## src/rtl/command_executor_pkg.sv

```systemverilog
// Shared encodings for the command executor: scheduler opcodes, memory command codes,
// FSM states, open-row lookup results and the timing-counter sizing helper.
package command_executor_pkg;

  typedef enum logic [1:0] {
    OP_READ    = 2'd0,
    OP_WRITE   = 2'd1,
    OP_REFRESH = 2'd2,
    OP_RSVD    = 2'd3
  } cmd_op_e;

  typedef enum logic [2:0] {
    MC_NOP  = 3'd0,
    MC_ACT  = 3'd1,
    MC_RD   = 3'd2,
    MC_WR   = 3'd3,
    MC_PRE  = 3'd4,
    MC_PREA = 3'd5,
    MC_REF  = 3'd6
  } mem_cmd_e;

  typedef enum logic [2:0] {
    ST_IDLE,
    ST_PRE,
    ST_ACT,
    ST_ACCESS,
    ST_PREA,
    ST_REF,
    ST_WAIT,
    ST_DONE
  } state_e;

  typedef enum logic [1:0] {
    LK_CLOSED,
    LK_HIT,
    LK_MISS
  } lookup_e;

  function automatic int max_timing(input int a, input int b, input int c,
                                    input int d, input int e);
    int m;
    m = a;
    if (b > m) m = b;
    if (c > m) m = c;
    if (d > m) m = d;
    if (e > m) m = e;
    return m;
  endfunction

endpackage

```

## src/rtl/command_executor_bank_row_table.sv

```systemverilog
// Per-bank open-row tracker: combinational lookup of the offered command against the
// table, updated by ACT (open), PRE (close) and PREA/REF (close all).
module bank_row_table
  import command_executor_pkg::*;
#(
  parameter int NBANKS = 4,
  parameter int ROW_W  = 13,
  localparam int BANK_W = (NBANKS > 1) ? $clog2(NBANKS) : 1
) (
  input  logic              clk_i,
  input  logic              rst_i,
  input  logic [BANK_W-1:0] lk_bank_i,
  input  logic [ROW_W-1:0]  lk_row_i,
  output lookup_e           lk_o,
  input  logic              set_i,
  input  logic              close_i,
  input  logic              clear_i,
  input  logic [BANK_W-1:0] upd_bank_i,
  input  logic [ROW_W-1:0]  set_row_i
);

  logic [NBANKS-1:0] open_q;
  logic [ROW_W-1:0]  row_q [NBANKS];

  always_ff @(posedge clk_i) begin
    if (rst_i || clear_i) begin
      open_q <= '0;
    end else if (set_i) begin
      open_q[upd_bank_i] <= 1'b1;
    end else if (close_i) begin
      open_q[upd_bank_i] <= 1'b0;
    end
  end

  // Row contents only matter while the open bit is set, so they carry no reset.
  always_ff @(posedge clk_i) begin
    if (set_i) begin
      row_q[upd_bank_i] <= set_row_i;
    end
  end

  always_comb begin
    lk_o = LK_CLOSED;
    if (open_q[lk_bank_i]) begin
      lk_o = (row_q[lk_bank_i] == lk_row_i) ? LK_HIT : LK_MISS;
    end
  end

endmodule

```

## src/rtl/command_executor.sv

```systemverilog
// Scheduler-facing command executor: accepts one command per handshake and expands it into a
// timed PRE/ACT/RD/WR/PREA/REF sequence, pulsing cmd_executed when the last window closes.
module command_executor
  import command_executor_pkg::*;
#(
  parameter int NBANKS = 4,
  parameter int ROW_W  = 13,
  parameter int COL_W  = 10,
  parameter int T_RCD  = 3,
  parameter int T_RP   = 3,
  parameter int T_CL   = 4,
  parameter int T_WR   = 5,
  parameter int T_RFC  = 8,
  localparam int BANK_W = (NBANKS > 1) ? $clog2(NBANKS) : 1
) (
  input  logic              sys_clk,
  input  logic              sys_rst,
  input  logic              cmd_valid,
  output logic              cmd_ready,
  input  logic [1:0]        cmd_op,
  input  logic [BANK_W-1:0] cmd_bank,
  input  logic [ROW_W-1:0]  cmd_row,
  input  logic [COL_W-1:0]  cmd_col,
  output logic              cmd_executed,
  output logic              mem_cmd_valid,
  output logic [2:0]        mem_cmd,
  output logic [BANK_W-1:0] mem_bank,
  output logic [ROW_W-1:0]  mem_addr
);

  localparam int T_MAX = max_timing(T_RCD, T_RP, T_CL, T_WR, T_RFC);
  localparam int CNT_W = $clog2(T_MAX + 1);

  state_e            state_q, state_d, nxt_q, nxt_d, issue_tgt;
  logic [CNT_W-1:0]  cnt_q, cnt_d, t_load;
  logic              issuing, accept;
  cmd_op_e           op_q;
  logic [BANK_W-1:0] bank_q;
  logic [ROW_W-1:0]  row_q;
  logic [COL_W-1:0]  col_q;
  lookup_e           lk;
  logic              ready_q, ready_d, exec_q, exec_d, mvalid_q, mvalid_d;
  mem_cmd_e          mcmd_q, mcmd_d;
  logic [BANK_W-1:0] mbank_q, mbank_d;
  logic [ROW_W-1:0]  maddr_q, maddr_d;
  logic              tbl_set, tbl_close, tbl_clear;

  assign accept = cmd_valid && ready_q;

  // Lookup runs on the live inputs so the first state is chosen at the accept edge.
  bank_row_table #(
    .NBANKS (NBANKS),
    .ROW_W  (ROW_W)
  ) u_table (
    .clk_i      (sys_clk),
    .rst_i      (sys_rst),
    .lk_bank_i  (cmd_bank),
    .lk_row_i   (cmd_row),
    .lk_o       (lk),
    .set_i      (tbl_set),
    .close_i    (tbl_close),
    .clear_i    (tbl_clear),
    .upd_bank_i (bank_q),
    .set_row_i  (row_q)
  );

  always_comb begin
    state_d   = state_q;
    nxt_d     = nxt_q;
    cnt_d     = cnt_q;
    issuing   = 1'b0;
    issue_tgt = ST_DONE;
    t_load    = '0;
    case (state_q)
      ST_IDLE: begin
        if (accept) begin
          case (cmd_op_e'(cmd_op))
            OP_READ, OP_WRITE: begin
              if (lk == LK_HIT)         state_d = ST_ACCESS;
              else if (lk == LK_CLOSED) state_d = ST_ACT;
              else                      state_d = ST_PRE;
            end
            OP_REFRESH: state_d = ST_PREA;
            default:    state_d = ST_DONE;
          endcase
        end
      end
      ST_PRE: begin
        issuing = 1'b1; issue_tgt = ST_ACT; t_load = CNT_W'(T_RP - 1);
      end
      ST_PREA: begin
        issuing = 1'b1; issue_tgt = ST_REF; t_load = CNT_W'(T_RP - 1);
      end
      ST_ACT: begin
        issuing = 1'b1; issue_tgt = ST_ACCESS; t_load = CNT_W'(T_RCD - 1);
      end
      ST_ACCESS: begin
        issuing   = 1'b1;
        issue_tgt = ST_DONE;
        t_load    = (op_q == OP_WRITE) ? CNT_W'(T_WR - 1) : CNT_W'(T_CL - 1);
      end
      ST_REF: begin
        issuing = 1'b1; issue_tgt = ST_DONE; t_load = CNT_W'(T_RFC - 1);
      end
      ST_WAIT: begin
        cnt_d = cnt_q - CNT_W'(1);
        if (cnt_q == CNT_W'(1)) state_d = nxt_q;
      end
      ST_DONE: state_d = ST_IDLE;
      default: state_d = ST_IDLE;
    endcase
    // A window of one cycle skips WAIT entirely.
    if (issuing) begin
      if (t_load == '0) begin
        state_d = issue_tgt;
      end else begin
        state_d = ST_WAIT;
        nxt_d   = issue_tgt;
        cnt_d   = t_load;
      end
    end
  end

  always_comb begin
    ready_d   = (state_q == ST_IDLE) && !accept;
    exec_d    = (state_q == ST_DONE);
    mvalid_d  = 1'b0;
    mcmd_d    = MC_NOP;
    mbank_d   = '0;
    maddr_d   = '0;
    tbl_set   = 1'b0;
    tbl_close = 1'b0;
    tbl_clear = 1'b0;
    case (state_q)
      ST_PRE: begin
        mvalid_d = 1'b1; mcmd_d = MC_PRE; mbank_d = bank_q; tbl_close = 1'b1;
      end
      ST_ACT: begin
        mvalid_d = 1'b1; mcmd_d = MC_ACT; mbank_d = bank_q; maddr_d = row_q; tbl_set = 1'b1;
      end
      ST_ACCESS: begin
        mvalid_d = 1'b1;
        mcmd_d   = (op_q == OP_WRITE) ? MC_WR : MC_RD;
        mbank_d  = bank_q;
        maddr_d  = ROW_W'(col_q);
      end
      ST_PREA: begin
        mvalid_d = 1'b1; mcmd_d = MC_PREA; tbl_clear = 1'b1;
      end
      ST_REF: begin
        mvalid_d = 1'b1; mcmd_d = MC_REF; tbl_clear = 1'b1;
      end
      default: ;
    endcase
  end

  always_ff @(posedge sys_clk) begin
    if (sys_rst) begin
      state_q  <= ST_IDLE;
      nxt_q    <= ST_IDLE;
      cnt_q    <= '0;
      ready_q  <= 1'b0;
      exec_q   <= 1'b0;
      mvalid_q <= 1'b0;
      mcmd_q   <= MC_NOP;
      mbank_q  <= '0;
      maddr_q  <= '0;
    end else begin
      state_q  <= state_d;
      nxt_q    <= nxt_d;
      cnt_q    <= cnt_d;
      ready_q  <= ready_d;
      exec_q   <= exec_d;
      mvalid_q <= mvalid_d;
      mcmd_q   <= mcmd_d;
      mbank_q  <= mbank_d;
      maddr_q  <= maddr_d;
    end
  end

  always_ff @(posedge sys_clk) begin
    if (accept) begin
      op_q   <= cmd_op_e'(cmd_op);
      bank_q <= cmd_bank;
      row_q  <= cmd_row;
      col_q  <= cmd_col;
    end
  end

  assign cmd_ready     = ready_q;
  assign cmd_executed  = exec_q;
  assign mem_cmd_valid = mvalid_q;
  assign mem_cmd       = mcmd_q;
  assign mem_bank      = mbank_q;
  assign mem_addr      = maddr_q;

endmodule

```

## config.mk

```make
export PLATFORM = sky130hd
export DESIGN_NAME = command_executor
export DESIGN_NICKNAME = d
export VERILOG_FILES = /design/src/rtl/command_executor_pkg.sv /design/src/rtl/command_executor_bank_row_table.sv /design/src/rtl/command_executor.sv
export SDC_FILE = /design/constraint.sdc
export NUM_CORES = 1
export LEC_CHECK = 0
export ABC_CLOCK_PERIOD_IN_PS = 9500
export BUFFER_PORTS_ARGS = -buffer_cell sky130_fd_sc_hd__buf_4
export CORE_ASPECT_RATIO = 0.8
export CORE_MARGIN = 2
export CORE_UTILIZATION = 62
export DETAILED_ROUTE_END_ITERATION = 16
export PLACE_DENSITY = 0.95
export REMOVE_ABC_BUFFERS = 1
export SLEW_MARGIN = 5
export SYNTH_ARGS = -nofsm -noshare
export SYNTH_HDL_FRONTEND = slang
export SYNTH_HIERARCHICAL = 1
export SYNTH_SLANG_ARGS = --single-unit
```

## constraint.sdc

```tcl
create_clock -name sys_clk -period 9.5 [get_ports sys_clk]
set_clock_uncertainty 0.05 [all_clocks]
set_input_delay 1.9 -clock sys_clk [delete_from_list [all_inputs] [get_ports sys_clk]]
set_output_delay 1.9 -clock sys_clk [all_outputs]
set_load 0.01 [all_outputs]
```

==> qor.yml, run 1 <==
routing:
  num_vias: 2698
  drcViolationCount: 0
  wl_per_cell_um: 20.2
  firstDrtPassIters: 4
  ant_nets: 0
  wl_um: 8980
  drtIter0Drc: 183
  viasPerCell: 6.08
timing:
  fin_crit_ps: 4220
  tns_ps: 0
  hold_viol: 0
  setup_violations: 0
  relSlewSlack: 0.440
  drv_slew: 0
  rsz0062_at_grt: "no"
  max_freq_mhz: 237
  setup_ws_ps: 5280
  hold_ws_ps: 440
  finalCritPeriodShare: 0.445
  tightestPinTransition_ps: 839
floorplanning:
  start_util: 0.641
  die_y_um: 79.7
  row_count: 27
  die_w_um: 98.6
  pin_count: 51
  die-area_mm2: 0.00786
  coreArea_mm2: 0.00693
power:
  p_leak_nw: 2.00
  power_density_mw_per_mm2: 288
  vdd_drop_max_mv: 0.216
synth:
  ys_types: 47
  async_flop_share: 0
  synthMuxAreaShare: 0.0966
  synth-simple-area-share: 0.101
  ys_warn_count: 6
  synthXorXnorAreaFrac: 0.0296
  avgSynthCellArea_um2: 15.5
  synth_seq_cells: 114
  yosysTopAreaCellShare: 0.534
  synth_compound_area_frac: 0.0518
  synthCells: 286
  ys.flop_type: "edfxtp_1"
  synth_top_area_cell: "edfxtp_1"
  synthAdderAreaFrac: 0.00564
  synth-edff-count: 79
  synthesis.area_mm2: 0.00444
  synth_area_leaders: "edfxtp_1 53%, dfxtp_1 16%, mux4_2 3.6%, mux2i_1 3.2%, mux4_1 3.0%"
  seq_area_frac_synth: 0.692
  synth_top_family_by_area: "simple AND/OR/NAND/NOR gates"
grt:
  grt_pass1_wl_um: 14100
  grt-ovfl-total: 0
  antenna_found_initial: 0
  grt_pass1_vias: 2711
  grt_usage: 0.252
  grt_max_degree: 35
placed_design:
  place_ws_ps: 4890
  io_buffers: 50
  place_area_mm2: 0.00486
  gp_congestion: 0.870
  dp.final_hpwl_um: 5350
clock_tree:
  cts.htree.levels: 4
  clockBufferDepth: 2
  clkTransAtPathRegs_ps: 60
  tritoncts: "yes"
  insertion_delay_ps: 520
  root_buffer: "clkbuf_8"
  holdBufCountCts: 0
  cts.sinks: 114
  numCtsBuffers: 17
  post_cts_buffers: 0
  cts-resized-gates: 0
cells_and_area:
  syn_to_final_growth_pct: 22.5
  diodes: 0
  final_common_cell: "edfxtp_1"
  final_core_util: 0.786
  final_area_mm2: 0.00544
  nets: 376
  final_cell_mix: "79 x edfxtp_1, 52 x buf_4, 35 x dfxtp_1"
  drive_above_1_share: 0.275
setup_path:
  worstPathMaxFanout: 15
  worstPathArrival_ps: 4560
  cp-start-kind: "input port"
  criticalPathCategory: "in -> reg"
  r2r_slack_ps: 6630
  cp-end-kind: "flop"
  required_ps: 9840
hold_path:
  min_path_type: "reg -> reg"
run_status:
  status: "completed"
run:
  drv_cap: 0
-- state kept, by name (all words and copies together) (netlist names), 3 cells and up, named ones only --
| name | count |
|---|---|
| mem_cmd | 3 |
| col_q | 10 |
| cnt_q | 4 |
| row_q | 13 |
| mem_addr | 13 |
| nxt_q | 3 |
| u_table/row_q | 52 |
| state_q | 3 |
-- final timing paths --
path | cells after the start | endpoint | start
max | 9 | state_q[0] | cmd_bank[0]
min | 2 | mem_addr[8] | col_q[8]
max reg2reg | 8 | state_q[0] | u_table/row_q[1][0]
min reg2reg | 2 | mem_addr[8] | col_q[8]
-- area by class of cell --
cell class | count | area, um^2
Clock buffer | 18 | 428
Clock inverter | 14 | 156
Fill cell | 350 | 1490
Inverter | 5 | 18.8
Multi-Input combinational cell | 154 | 1260
Sequential cell | 114 | 3070
Tap cell | 87 | 109
Timing Repair Buffer | 52 | 390
-- report_power, final --
group / internal [W] / switching (W) / total (W) / leakage, nW
combinational: 0.000120 / 0.000153 / 0.000274 / 0.708
sequential: 0.000620 / 0.0000624 / 0.000683 / 1.00
clock: 0.000383 / 0.000228 / 0.000611 / 0.286
-- cells in the mapped netlist (2+ instances only) --
cell type  instances
edfxtp_1          79
dfxtp_1           35
nor2_1            17
nor3_1            15
mux2i_1           14
xnor2_1           10
a21oi_1            9
buf_2              9
mux4_2             7
nand2b_1           7
and3_1             6
and2_1             5
inv_1              5
mux4_1             5
nand3_1            5
xor2_1             5
or3_1              4
a31oi_1            3
nand2_1            3
nand4_1            3
nor2b_1            3
nor3b_1            3
a211oi_1           2
a21o_1             2
a22oi_1            2
a311oi_1           2
a32oi_1            2
and3b_1            2
clkbuf_1           2
ha_1               2
o211ai_1           2
-- worst max-delay path: stages --
cell	delay (ps)
buf_4	250
mux4_1	630
xnor2_1	260
nand4_1	150
or4_4	450
o31a_1	270
or3_1	350
a32oi_1	220
nor3b_1	90
-- layer usage --
metal / wire (um) / vias to the layer above / track usage
li1: - / 1218 / -
met4: 206 / 0 / 0.103
met1: 3710 / 1315 / 0.315
met2: 4430 / 142 / 0.406
met5: 0 / - / 0
met3: 626 / 23 / 0.0876
-- through the flow --
step                      std cells  total power (W)
after global placement          412         0.000938
after global routing            444          0.00163
after CTS                       444          0.00157
final                           444          0.00157
after detailed placement        412         0.000956
after floorplan                 273         0.000848
-- cell families after synthesis --
group / count (synthesis)
AND/OR/NAND/NOR: 79
multiplexers: 26
adder cells (fa/ha/maj): 2
buffers and inverters: 18
AO/OA/AOI/OAI: 32
XOR/XNOR: 15
flip-flops: 114
Note: power is estimated with default switching activity, not from simulation.
==> inputs of run 2 (changes only) <==
--- a/config.mk
+++ b/config.mk
@@ -5,13 +5,13 @@
 export SDC_FILE = /design/constraint.sdc
 export NUM_CORES = 1
 export LEC_CHECK = 0
-export ABC_CLOCK_PERIOD_IN_PS = 9500
+export ABC_CLOCK_PERIOD_IN_PS = 4400
 export BUFFER_PORTS_ARGS = -buffer_cell sky130_fd_sc_hd__buf_4
 export CORE_ASPECT_RATIO = 0.8
 export CORE_MARGIN = 2
-export CORE_UTILIZATION = 62
+export CORE_UTILIZATION = 57
 export DETAILED_ROUTE_END_ITERATION = 16
-export PLACE_DENSITY = 0.95
+export PLACE_DENSITY = 0.89
 export REMOVE_ABC_BUFFERS = 1
 export SLEW_MARGIN = 5
 export SYNTH_ARGS = -nofsm -noshare
==> constraint.sdc (replaced) <==
create_clock -name sys_clk -period 4.4 [get_ports sys_clk]
set_clock_uncertainty 0.05 [all_clocks]
set_input_delay 0.88 -clock sys_clk [delete_from_list [all_inputs] [get_ports sys_clk]]
set_output_delay 0.88 -clock sys_clk [all_outputs]
set_load 0.01 [all_outputs]
==> qor.yml, run 2 (synthesis gave the netlist of run 1 again) <==
timing:
  rsz0062_at_grt: "no"  # unchanged
  tns_ps: 0  # unchanged
  fin_crit_ps: 3040
  drv_slew: 0  # unchanged
  setup_ws_ps: 1360  # was 5280 ps
  hold_ws_ps: 441  # was 440 ps
  relSlewSlack: 0.406  # was 0.440
  max_freq_mhz: 329
  finalCritPeriodShare: 0.690
  tightestPinTransition_ps: 892  # was 839 ps
  hold_viol: 0  # unchanged
  setup_violations: 0  # unchanged
clock_tree:
  cts.sinks: 114  # unchanged
  root_buffer: "clkbuf_8"  # unchanged
  cts-resized-gates: 0  # unchanged
  tritoncts: "yes"  # unchanged
  insertion_delay_ps: 510  # was 520 ps
  clockBufferDepth: 2  # unchanged
  post_cts_buffers: 0  # unchanged
  clkTransAtPathRegs_ps: 50  # was 60 ps
  holdBufCountCts: 0  # unchanged
  numCtsBuffers: 17  # unchanged
  cts.htree.levels: 4  # unchanged
floorplanning:
  die_w_um: 103  # was 98.6 um
  start_util: 0.595  # was 0.641
  coreArea_mm2: 0.00746  # was 0.00693 mm^2
  die_y_um: 82.9  # was 79.7 um
  row_count: 28  # was 27
  die-area_mm2: 0.00852  # was 0.00786 mm^2
  pin_count: 51  # unchanged
grt:
  grt_pass1_vias: 2741  # was 2711
  grt_usage: 0.238  # was 0.252
  grt_pass1_wl_um: 14600  # was 14100 um
  grt-ovfl-total: 0  # unchanged
  antenna_found_initial: 0  # unchanged
  grt_max_degree: 29  # was 35
cells_and_area:
  diodes: 0  # unchanged
  final_cell_mix: "79 x edfxtp_1, 52 x buf_4, 35 x dfxtp_1"  # unchanged
  final_area_mm2: 0.00546  # was 0.00544 mm^2
  fill_cells: 471  # was 350
  largest_register_ffs: 52  # unchanged
  nets: 376  # unchanged
  final_common_cell: "edfxtp_1"  # unchanged
  drive_above_1_share: 0.266  # was 0.275
  top_register: "u_table/row_q"  # unchanged
  syn_to_final_growth_pct: 22.9  # was 22.5%
setup_path:
  worstPathArrival_ps: 3370  # was 4560 ps
  required_ps: 4730  # was 9840 ps
  critPathBufInv: 1  # unchanged
  cp_slowest_cell: "mux4_1"  # unchanged
  cp_cell_sequence: "buf_4 > mux4_1 > xnor2_1 > nand4_1 > or4_4 > o31a_1 > or3_1 > a32oi_1 > nor3b_1"  # unchanged
  criticalPathCategory: "in -> reg"  # unchanged
  worstPathMaxFanout: 15  # unchanged
  crit_family: "simple AND/OR/NAND/NOR gates"  # unchanged
  r2r_slack_ps: 1710  # was 6630 ps
  cp-end-kind: "flop"  # unchanged
  cp-start-kind: "input port"  # unchanged
  max_stage_delay_ps: 610  # was 630 ps
power:
  vdd_drop_max_mv: 0.330  # was 0.216 mV
  p_leak_nw: 1.99  # was 2.00 nW
  power_density_mw_per_mm2: 621  # was 288 mW/mm^2
routing:
  wl_per_cell_um: 19.5  # was 20.2 um
  viasPerCell: 5.80  # was 6.08
  ant_nets: 0  # unchanged
  drcViolationCount: 0  # unchanged
  num_vias: 2678  # was 2698
  drtIter0Drc: 185  # was 183
  firstDrtPassIters: 4  # unchanged
  wl_um: 8990  # was 8980 um
placed_design:
  dp.final_hpwl_um: 5290  # was 5350 um
  place_ws_ps: 844  # was 4890 ps
  place_area_mm2: 0.00488  # was 0.00486 mm^2
  gp_congestion: 0.799  # was 0.870
  io_buffers: 50  # unchanged
run:
  drv_cap: 0  # unchanged
run_status:
  status: "completed"  # unchanged
hold_path:
  min_path_type: "reg -> reg"  # unchanged
[run 2: cell count changes in the layout (fill, tap and decap cells not counted)]
cell        before  now
clkbuf_1         0    3
clkinvlp_4       1    2
bufinv_16        2    3
inv_6            2    0
clkinv_2         2    5
clkinv_4         7    1
[run 2: area by class of cell]
| type | count | area [um^2] | share of cell area |
|---|---|---|---|
| clock inverter | 11 | 139 | 0.0255 |
| inverter | 5 | 18.8 | 0.00344 |
| multi-input combinational | 154 | 1260 | 0.232 |
| timing repair buffer | 52 | 390 | 0.0715 |
| tap | 105 | 131 | 0.0241 |
| sequential | 114 | 3070 | 0.563 |
| clock buffer | 21 | 439 | 0.0805 |
[run 2: report_power, final]
part	internal [W]	switching (W)	total, W	leakage (nW)
Sequential	0.00134	0.000143	0.00148	1.00
Combinational	0.000260	0.000325	0.000585	0.708
Clock	0.000871	0.000452	0.00132	0.281
Total	0.00247	0.000920	0.00339	1.99
[run 2: through the flow]
step	power [W]	std cells	util
after floorplan	0.00183	273	-
after global placement	0.00203	430	0.654
after detailed placement	0.00206	430	0.654
after CTS	0.00340	462	0.731
after global routing	0.00354	462	0.731
final	0.00339	462	0.731
[run 2: tightest hold or removal path, stage by stage (launching register included)]
cell      delay (ps)
edfxtp_1         320
mux2i_1           60
nor2_1            80
[run 2: worst paths after layout]
| kind | start | end | depth (start not counted) |
|---|---|---|---|
| worst max-delay path | cmd_bank[0] | state_q[0] | 9 |
| worst min register to register | col_q[7] | mem_addr[7] | 2 |
| worst min-delay path | col_q[7] | mem_addr[7] | 2 |
| worst max register to register | u_table/row_q[2][3] | state_q[0] | 8 |
[run 2: metal layers]
layer / track usage / vias up / share of wire
li1: - / 1220 / -
met1: 0.310 / 1313 / 0.41
met2: 0.364 / 122 / 0.49
met3: 0.0859 / 23 / 0.073
met4: 0.0933 / 0 / 0.026
met5: 0 / - / 0
